$ cat src/rtl/cpu_mem_bridge.sv
// Boot-and-memory bridge: copies the program ROM into RAM after reset, then serves
// CPU read/write requests with fixed wait cycles and snoops writes on watch addresses.
module cpu_mem_bridge #(
    parameter int ADDR_BITS     = 16,
    parameter int DATA_BITS     = 16,
    parameter int RAM_ADDR_BITS = 9,
    parameter int ROM_ADDR_BITS = 8,
    parameter int READ_CYCLES   = 1,
    parameter int WRITE_CYCLES  = 2,
    parameter int NUM_WATCH     = 4
) (
    input  logic                           clock,
    input  logic                           rst,
    output logic [ROM_ADDR_BITS-1:0]       out_rom_addr,
    input  logic [DATA_BITS-1:0]           in_rom_data,
    output logic [RAM_ADDR_BITS-1:0]       out_ram_addr,
    output logic [DATA_BITS-1:0]           out_ram_data,
    output logic                           out_ram_write,
    input  logic [DATA_BITS-1:0]           in_ram_data,
    input  logic                           in_cpu_valid,
    input  logic                           in_cpu_write,
    input  logic [ADDR_BITS-1:0]           in_cpu_addr,
    input  logic [DATA_BITS-1:0]           in_cpu_data,
    output logic                           out_cpu_ready,
    output logic [DATA_BITS-1:0]           out_cpu_data,
    output logic                           out_cpu_run,
    output logic                           out_boot_done,
    input  logic [NUM_WATCH*ADDR_BITS-1:0] in_watch_addr,
    output logic [NUM_WATCH*DATA_BITS-1:0] out_watch_data,
    output logic [NUM_WATCH-1:0]           out_watch_hit
);

    localparam int MAX_WAIT = (READ_CYCLES > WRITE_CYCLES) ? READ_CYCLES : WRITE_CYCLES;
    localparam int CNT_W    = (MAX_WAIT < 1) ? 1 : $clog2(MAX_WAIT + 1);
    localparam logic [CNT_W-1:0] READ_LAST  = CNT_W'(READ_CYCLES);
    localparam logic [CNT_W-1:0] WRITE_LAST = CNT_W'(WRITE_CYCLES);

    typedef enum logic [1:0] {TOP_RESET, TOP_COPY, TOP_RUN} top_state_t;
    typedef enum logic [1:0] {ACC_IDLE, ACC_READ, ACC_WRITE} acc_state_t;

    top_state_t                   top_state, top_next;
    acc_state_t                   acc_state, acc_next;
    logic [ROM_ADDR_BITS-1:0]     copy_cnt, copy_next;
    logic [CNT_W-1:0]             wait_cnt, wait_next;
    logic [NUM_WATCH*DATA_BITS-1:0] watch_data, watch_data_next;
    logic [NUM_WATCH-1:0]         watch_hit, watch_hit_next;
    logic                         start;
    logic [RAM_ADDR_BITS-1:0]     lat_addr;
    logic [DATA_BITS-1:0]         lat_data;

    always_ff @(posedge clock) begin
        if (rst) begin
            top_state  <= TOP_RESET;
            acc_state  <= ACC_IDLE;
            copy_cnt   <= '0;
            wait_cnt   <= '0;
            watch_data <= '0;
            watch_hit  <= '0;
        end else begin
            top_state  <= top_next;
            acc_state  <= acc_next;
            copy_cnt   <= copy_next;
            wait_cnt   <= wait_next;
            watch_data <= watch_data_next;
            watch_hit  <= watch_hit_next;
        end
    end

    // Request latch: only meaningful while a READ/WRITE is in flight, so no reset.
    always_ff @(posedge clock) begin
        if (start) begin
            lat_addr <= in_cpu_addr[RAM_ADDR_BITS-1:0];
            lat_data <= in_cpu_data;
        end
    end

    always_comb begin
        top_next        = top_state;
        acc_next        = acc_state;
        copy_next       = copy_cnt;
        wait_next       = wait_cnt;
        watch_data_next = watch_data;
        watch_hit_next  = '0;
        start           = 1'b0;
        out_rom_addr    = '0;
        out_ram_addr    = '0;
        out_ram_data    = '0;
        out_ram_write   = 1'b0;
        out_cpu_ready   = 1'b0;
        out_cpu_data    = '0;
        out_cpu_run     = 1'b0;
        out_boot_done   = 1'b0;

        case (top_state)
            TOP_RESET: begin
                top_next  = TOP_COPY;
                copy_next = '0;
            end
            TOP_COPY: begin
                out_rom_addr  = copy_cnt;
                out_ram_addr  = RAM_ADDR_BITS'(copy_cnt);
                out_ram_data  = in_rom_data;
                out_ram_write = 1'b1;
                copy_next     = copy_cnt + 1'b1;
                if (copy_cnt == {ROM_ADDR_BITS{1'b1}}) begin
                    top_next = TOP_RUN;
                end
            end
            TOP_RUN: begin
                out_cpu_run   = 1'b1;
                out_boot_done = 1'b1;
                case (acc_state)
                    ACC_IDLE: begin
                        // Present the address now so a zero-wait read finds valid RAM data.
                        out_ram_addr = in_cpu_addr[RAM_ADDR_BITS-1:0];
                        if (in_cpu_valid) begin
                            start     = 1'b1;
                            wait_next = '0;
                            acc_next  = in_cpu_write ? ACC_WRITE : ACC_READ;
                            if (in_cpu_write) begin
                                for (int i = 0; i < NUM_WATCH; i++) begin
                                    if (in_watch_addr[i*ADDR_BITS +: ADDR_BITS] == in_cpu_addr) begin
                                        watch_hit_next[i] = 1'b1;
                                        watch_data_next[i*DATA_BITS +: DATA_BITS] = in_cpu_data;
                                    end
                                end
                            end
                        end
                    end
                    ACC_READ: begin
                        out_ram_addr = lat_addr;
                        wait_next    = wait_cnt + 1'b1;
                        if (wait_cnt == READ_LAST) begin
                            out_cpu_ready = 1'b1;
                            out_cpu_data  = in_ram_data;
                            acc_next      = ACC_IDLE;
                        end
                    end
                    ACC_WRITE: begin
                        out_ram_addr  = lat_addr;
                        out_ram_data  = lat_data;
                        out_ram_write = 1'b1;
                        wait_next     = wait_cnt + 1'b1;
                        if (wait_cnt == WRITE_LAST) begin
                            out_cpu_ready = 1'b1;
                            acc_next      = ACC_IDLE;
                        end
                    end
                    default: acc_next = ACC_IDLE;
                endcase
            end
            default: top_next = TOP_RESET;
        endcase
    end

    assign out_watch_data = watch_data;
    assign out_watch_hit  = watch_hit;

endmodule
$ cat config.mk
export PLATFORM = sky130hd
export DESIGN_NAME = cpu_mem_bridge
export DESIGN_NICKNAME = d
export VERILOG_FILES = /design/src/rtl/cpu_mem_bridge.sv
export SDC_FILE = /design/constraint.sdc
export NUM_CORES = 1
export LEC_CHECK = 0
export CORE_MARGIN = 3
export CORE_UTILIZATION = 27
export CTS_CLUSTER_SIZE = 40
export DETAILED_ROUTE_END_ITERATION = 7
export DONT_BUFFER_PORTS = 1
export GPL_TIMING_DRIVEN = 0
export PLACE_DENSITY_LB_ADDON = 0.1
export SYNTH_ARGS = -nofsm -noshare
export SYNTH_HDL_FRONTEND = slang
export SYNTH_SLANG_ARGS = --single-unit
$ cat constraint.sdc
create_clock -name clock -period 6 [get_ports clock]
set_clock_uncertainty 0.15 [all_clocks]
set_input_delay 1.8 -clock clock [delete_from_list [all_inputs] [get_ports clock]]
set_output_delay 1.8 -clock clock [all_outputs]
set_load 0.1 [all_outputs]
==> metrics.txt, run 1 <==
worst-case reg-to-reg path depth=8; Commonest cells post-synth=dfxtp_1 (82), mux2i_1 (68), nand2b_1 (60), xor2_1 (38), xnor2_1 (27); crit path DAT=3.65 ns; final core occ=0.312; grt ovf=0; max cap viols=0; P_leak=2.52 nW; DIE HEIGHT=between 150 and 200 um; Synthesized Nets=around 720; CTS clk-pin slew, worst paths=approximately 0.070 ns; worst path cell trace=inv_1 > ha_2 > and2_1 > clkbuf_1 > buf_1 > a22oi_1 > nor2b_2; core area=around 0.021 mm^2; Slew @ Worst Pin=1.18 ns; unrepaired setup endpoints after global routing=no; Avg Cell Area, Syn=10.2 um^2; I/O Pins=between 200 and 300; R2R Path End=out_watch_data[63]$_SDFFE_PP0P_; P per Cell Area=approximately 310 mW/mm^2; first-pass GRT wire length=about 28000 um; status=finished clean; CP Data Required Time=approximately 4.1 ns; 1st-iter DRT viols=160; initial antenna violation count=0; Max FO, Critical Path=10; Fmax achieved=around 180 MHz; Critical path origin=top_state[0]$_SDFFE_PP0P_; Synth Warn #=0; Vias=around 4300; nets=~740; DRC errors left=0; fin. max-slew vios=0; H-Tree Depth=3; Diodes inserted=0; Crit Reg-Reg Startpoint=top_state[0]$_SDFFE_PP0P_; layout cells sized above 1=0.149; Layout Cells excl Fill=approximately 870; Hold WC Path Type=reg2reg; count leader, synth=dfxtp_1; maximum vdd drop=0.000132 V; Cells after Synth=580; Yosys reg bits=~110; vias in the first global route=approximately 4500; largest cells by area after synthesis=dfxtp_1 (28%), edfxtp_1 (13%), mux2i_1 (12%); Setup crit end=out_ram_data[14]; PnR Total Power=roughly 2.1 mW; CP max-delay cell=nor2b_2; crit start category=register; Post-Place Worst Slack=0.333 ns; WS Path Type=reg2out; Sink Count=about 110; minimum clock period=between 5 and 6 ns; sequential share of the synthesized area=0.406; Final HPWL DP=15600 um; number of port buffers=0; fin worst setup slack=just under 0.4 ns; share of the synthesized area in the top cell type=0.279; largest net degree at the start of global routing=28; Netlist cell types=48; wirelength, routed=19400 um; worst skew pair latency=between 0.3 and 0.4 ns; Detailed Routing Iterations Pass 1=4; cell row count=53; worst relative slew slack=0.212; crit-path max cell delay=just over 0.9 ns; die width=between 150 and 200 um; total die area=between 0.02 and 0.025 mm^2; CTS buffer count=9; post-DR wirelength/cell=around 22 um; reg2reg setup slack=between 2 and 2.5 ns; Initial Utilization=0.278; Period Utilization, post-route=0.934; ys async rst share=0; CTS tree=yes; Fin. Hold Viols=0; Primary FF master, synth=dfxtp_1; Post-Synthesis Cell Area=about 0.006 mm^2; CTS root buffer=clkbuf_16; total track usage=0.158; placed insts=approximately 860; routability congestion estimate=about 0.9; Worst setup EP type=output pin; Max Buffers Root-to-Sink=2; EDFF count, synth=25; Synth area leader=dfxtp_1; endpoints failing setup=0; area delta synth->final=12.4%; Via density=4.97; Final ANT Viol Nets=0
==> sequential cells by signal, indices dropped and copies added (netlist names) <==
signal,flops
wait_cnt,2
top_state,2
out_watch_data,64
copy_cnt,8
lat_data,16
acc_state,2
lat_addr,9
out_watch_hit,4
==> how the worst min path moves through the flow <==
stage	startpoint	slack (ns)	cells after the start	end
global placement	wait_cnt[1]$_SDFFE_PP0P_	0.34	2	wait_cnt[1]$_SDFFE_PP0P_
floorplan	wait_cnt[1]$_SDFFE_PP0P_	0.32	2	wait_cnt[1]$_SDFFE_PP0P_
global route	wait_cnt[0]$_SDFFE_PP0P_	0.39	2	wait_cnt[0]$_SDFFE_PP0P_
CTS	wait_cnt[1]$_SDFFE_PP0P_	0.36	2	wait_cnt[1]$_SDFFE_PP0P_
detailed placement	wait_cnt[1]$_SDFFE_PP0P_	0.35	2	wait_cnt[1]$_SDFFE_PP0P_
finish	wait_cnt[0]$_SDFFE_PP0P_	0.37	2	wait_cnt[0]$_SDFFE_PP0P_
==> worst max-delay path, delay by kind of cell, from the launching register on <==
family / cells / cell delay [ns]
simple gates: 2 / 1.14
buf+inv: 3 / 1.01
fa+ha+maj: 1 / 0.64
flops: 1 / 0.34
compound gates: 1 / 0.16
==> cells in the final DEF, fill, tap and decap left out, drive strengths merged, types with 2 or more instances in the layout <==
cell type,netlist,layout
nor4,21,21
buf,16,16
nor3b,2,2
nand3b,3,3
nand2b,60,60
nand3,8,8
dfxtp,82,82
o21ai,14,14
nor2b,17,17
clkbuf,23,32
nand2,18,18
and3b,2,2
and2,25,25
nor2,17,17
mux2i,68,68
or3b,2,2
nand4,10,10
a22oi,25,25
edfxtp,25,25
xnor2,27,27
ha,12,12
or2b,20,20
and3,4,4
or4,2,2
inv,11,15
a21oi,8,8
clkinv,0,2
xor2,38,38
a31oi,3,3
nor3,5,5
==> final cells by class <==
cell class,instances,area [um^2]
buffer,40,293
clock buffer,9,225
clock inverter,7,80.1
fill,2187,14600
inverter,11,41.3
multi-input combinational,422,3250
sequential,107,2390
tap,275,344
==> metal layers <==
layer | routed length [um] | vias to the layer above | part of all wire | global-route usage
li1 | - | 2022 | - | -
met1 | 7770 | 2092 | 0.40 | 0.187
met2 | 9420 | 190 | 0.48 | 0.267
met3 | 1930 | 21 | 0.099 | 0.0653
met4 | 317 | 0 | 0.016 | 0.0383
met5 | 0 | - | 0 | 0
==> report_power, final <==
group | switching, mW | internal (mW) | total [mW]
combinational | 0.514 | 0.174 | 0.687
clock | 0.312 | 0.299 | 0.611
sequential | 0.0181 | 0.766 | 0.784
==> cells by family after synthesis <==
| group | count (synthesis) | synth area share |
|---|---|---|
| multiplexers | 69 | 0.117 |
| AO/OA/AOI/OAI | 58 | 0.0648 |
| flip-flops | 107 | 0.406 |
| AND/OR/NAND/NOR | 218 | 0.233 |
| buffers and inverters | 51 | 0.0567 |
| adder cells (fa/ha/maj) | 12 | 0.0255 |
| XOR/XNOR | 65 | 0.0967 |
==> metrics by stage <==
step	setup TNS (ns)	instance area, um^2	hold WS [ns]
5_1_grt	0	6620	0.392
4_1_cts	0	6620	0.359
3_3_place_gp	-1.22	6230	0.335
3_5_place_dp	0	6310	0.348
6_report	0	6620	0.367
2_1_floorplan	0	5890	0.316
==> what timing repair did <==
item,4_1_cts,5_1_grt
endpoints found under the hold margin,0,0
buffers inserted,0,0
endpoints found under the setup margin,3,0
hold buffers,0,0
resized for setup,1,0
Power figures use the tool's default switching activity.
==> run 2: changes to the inputs <==
==> constraint.sdc (replaced) <==
create_clock -name clock -period 6 [get_ports clock]
set_clock_uncertainty 0.15 [all_clocks]
set_input_delay 1.8 -clock clock [delete_from_list [all_inputs] [get_ports clock]]
set_output_delay 1.8 -clock clock [all_outputs]
set_load 0.02 [all_outputs]
==> metrics.txt, run 2 (same netlist as run 1, synthesis figures left out) <==
CP Data Required Time=4.05 ns (about the same); post-DR wirelength/cell=22.1 um (was 22.3 um); crit start category=input pin (was register); nets=735 (unchanged); grt ovf=0 (unchanged); fin. max-slew vios=0 (unchanged); number of port buffers=0 (unchanged); Via density=4.91 (was 4.97); Detailed Routing Iterations Pass 1=4 (unchanged); crit path DAT=2.96 ns (was 3.65 ns); H-Tree Depth=3 (unchanged); Worst setup EP type=output pin (unchanged); PnR Total Power=1.88 mW (was 2.08 mW); wirelength, routed=19300 um (was 19400 um); most frequent cells in the layout=dfxtp_1 (82), mux2i_1 (68), nand2b_1 (60), xor2_1 (38), xnor2_1 (27) (unchanged); total die area=0.0236 mm^2 (unchanged); final core occ=0.309 (was 0.312); CTS buffer count=9 (unchanged); CTS tree=yes (unchanged); layout cells sized above 1=0.102 (was 0.149); vias in the first global route=4601 (was 4529); P per Cell Area=287 mW/mm^2 (was 314 mW/mm^2); commonest non-fill, non-tap cell in the layout=dfxtp_1 (unchanged); Layout Cells excl Fill=871 (unchanged); Max Buffers Root-to-Sink=2 (unchanged); largest net degree at the start of global routing=28 (unchanged); DIE HEIGHT=154 um (unchanged); Crit Reg-Reg Startpoint=top_state[0]$_SDFFE_PP0P_ (unchanged); area delta synth->final=11.2% (was 12.4%); Fin. Hold Viols=0 (unchanged); 1st-iter DRT viols=153 (was 160); routability congestion estimate=0.819 (was 0.899); Final ANT Viol Nets=0 (unchanged); initial antenna violation count=0 (unchanged); Period Utilization, post-route=0.818 (was 0.934); hold path endpoint=wait_cnt[1]$_SDFFE_PP0P_ (was wait_cnt[0]$_SDFFE_PP0P_); R2R Path End=out_watch_data[63]$_SDFFE_PP0P_ (unchanged); Final HPWL DP=15600 um (about the same); CTS root buffer=clkbuf_16 (unchanged); Hold WC Path Type=reg2reg (unchanged); maximum vdd drop=0.000131 V (was 0.000132 V); post-CTS setup buffer count=0 (unchanged); Sink Count=107 (unchanged); Initial Utilization=0.278 (unchanged); multi-input logic area=0.00316 mm^2 (was 0.00325 mm^2); die width=154 um (unchanged); Critical path origin=in_cpu_addr[0] (was top_state[0]$_SDFFE_PP0P_); max cap viols=0 (unchanged); Fillers=2155 (was 2187); worst-case reg-to-reg path depth=8 (unchanged); total track usage=0.157 (was 0.158); reg2reg setup slack=2.49 ns (was 2.21 ns); CTS clk-pin slew, worst paths=0.07 ns (about the same); hold_sp=wait_cnt[1]$_SDFFE_PP0P_ (was wait_cnt[0]$_SDFFE_PP0P_); Vias=4276 (was 4325); I/O Pins=253 (unchanged); P_leak=2.51 nW (was 2.52 nW); status=finished clean (unchanged); Max FO, Critical Path=5 (was 10); Fmax achieved=204 MHz (was 179 MHz); Resized Gates After CTS=0 (was 1); worst hold path depth=2 (unchanged); minimum clock period=4.91 ns (was 5.60 ns); unrepaired setup endpoints after global routing=no (unchanged); worst skew pair latency=0.35 ns (about the same); placed insts=855 (unchanged); setup TNS=0 ns (unchanged); cell row count=53 (unchanged); worst relative slew slack=0.483 (was 0.212); WS Path Type=in2out (was reg2out); Post-CTS Hold Fix Bufs=0 (unchanged); Diodes inserted=0 (unchanged); first-pass GRT wire length=28300 um (was 28500 um); max reg flops=64 (unchanged); core area=0.0212 mm^2 (unchanged); endpoints failing setup=0 (unchanged); DRC errors left=0 (unchanged); Slew @ Worst Pin=0.767 ns (was 1.18 ns); register area=0.00239 mm^2 (unchanged)
run 2: changes by cell type in the layout (fill, tap and decap cells not counted), sizes merged:
cell,before,now
bufinv,0,1
clkbuf,32,33
clkinvlp,1,0
inv,15,14
run 2: area by class of cell:
class / instances / share of cell area
plain buffers: 40 / 0.0447
multi-input cells: 422 / 0.483
well taps: 275 / 0.0525
flip-flops and latches: 107 / 0.365
inverters: 11 / 0.00630
clock inverters: 6 / 0.0120
clock buffers: 10 / 0.0365
run 2: layer usage:
layer / wire, um / track usage / up-vias
met5: 0 / 0 / -
met4: 563 / 0.0597 / 0
met3: 1950 / 0.0614 / 34
met2: 9130 / 0.259 / 194
met1: 7650 / 0.186 / 2015
li1: - / - / 2033
run 2: stage by stage:
stage	hold slack [ns]	instance area, um^2	setup WS, ns
after floorplan	0.316	5890	1.41
after global placement	0.331	6230	1.08
after detailed placement	0.342	6230	1.06
after CTS	0.352	6550	1.06
after global routing	0.394	6550	1.02
final	0.349	6550	1.09
run 2: worst max-delay path by stage:
stage                                  to  slack, ns  depth (start not counted)
after floorplan           out_ram_addr[0]       1.41                          3
after global placement    out_ram_addr[0]       1.08                          3
after detailed placement  out_ram_addr[0]       1.06                          3
after CTS                 out_ram_addr[0]       1.06                          3
after global routing      out_ram_data[7]       1.02                          7
final                     out_ram_addr[0]       1.09                          3
run 2: power breakdown:
group          internal (mW)  leakage, nW  switching [mW]  total [mW]
clock network          0.345        0.157           0.295       0.639
logic                  0.157         1.46           0.297       0.455
registers              0.766        0.887          0.0176       0.783
total                   1.27         2.51           0.610        1.88
run 2: worst max-delay path, stage by stage:
cell,delay [ns]
clkbuf_1,0.38
a22oi_1,0.20
o21ai_0,0.58
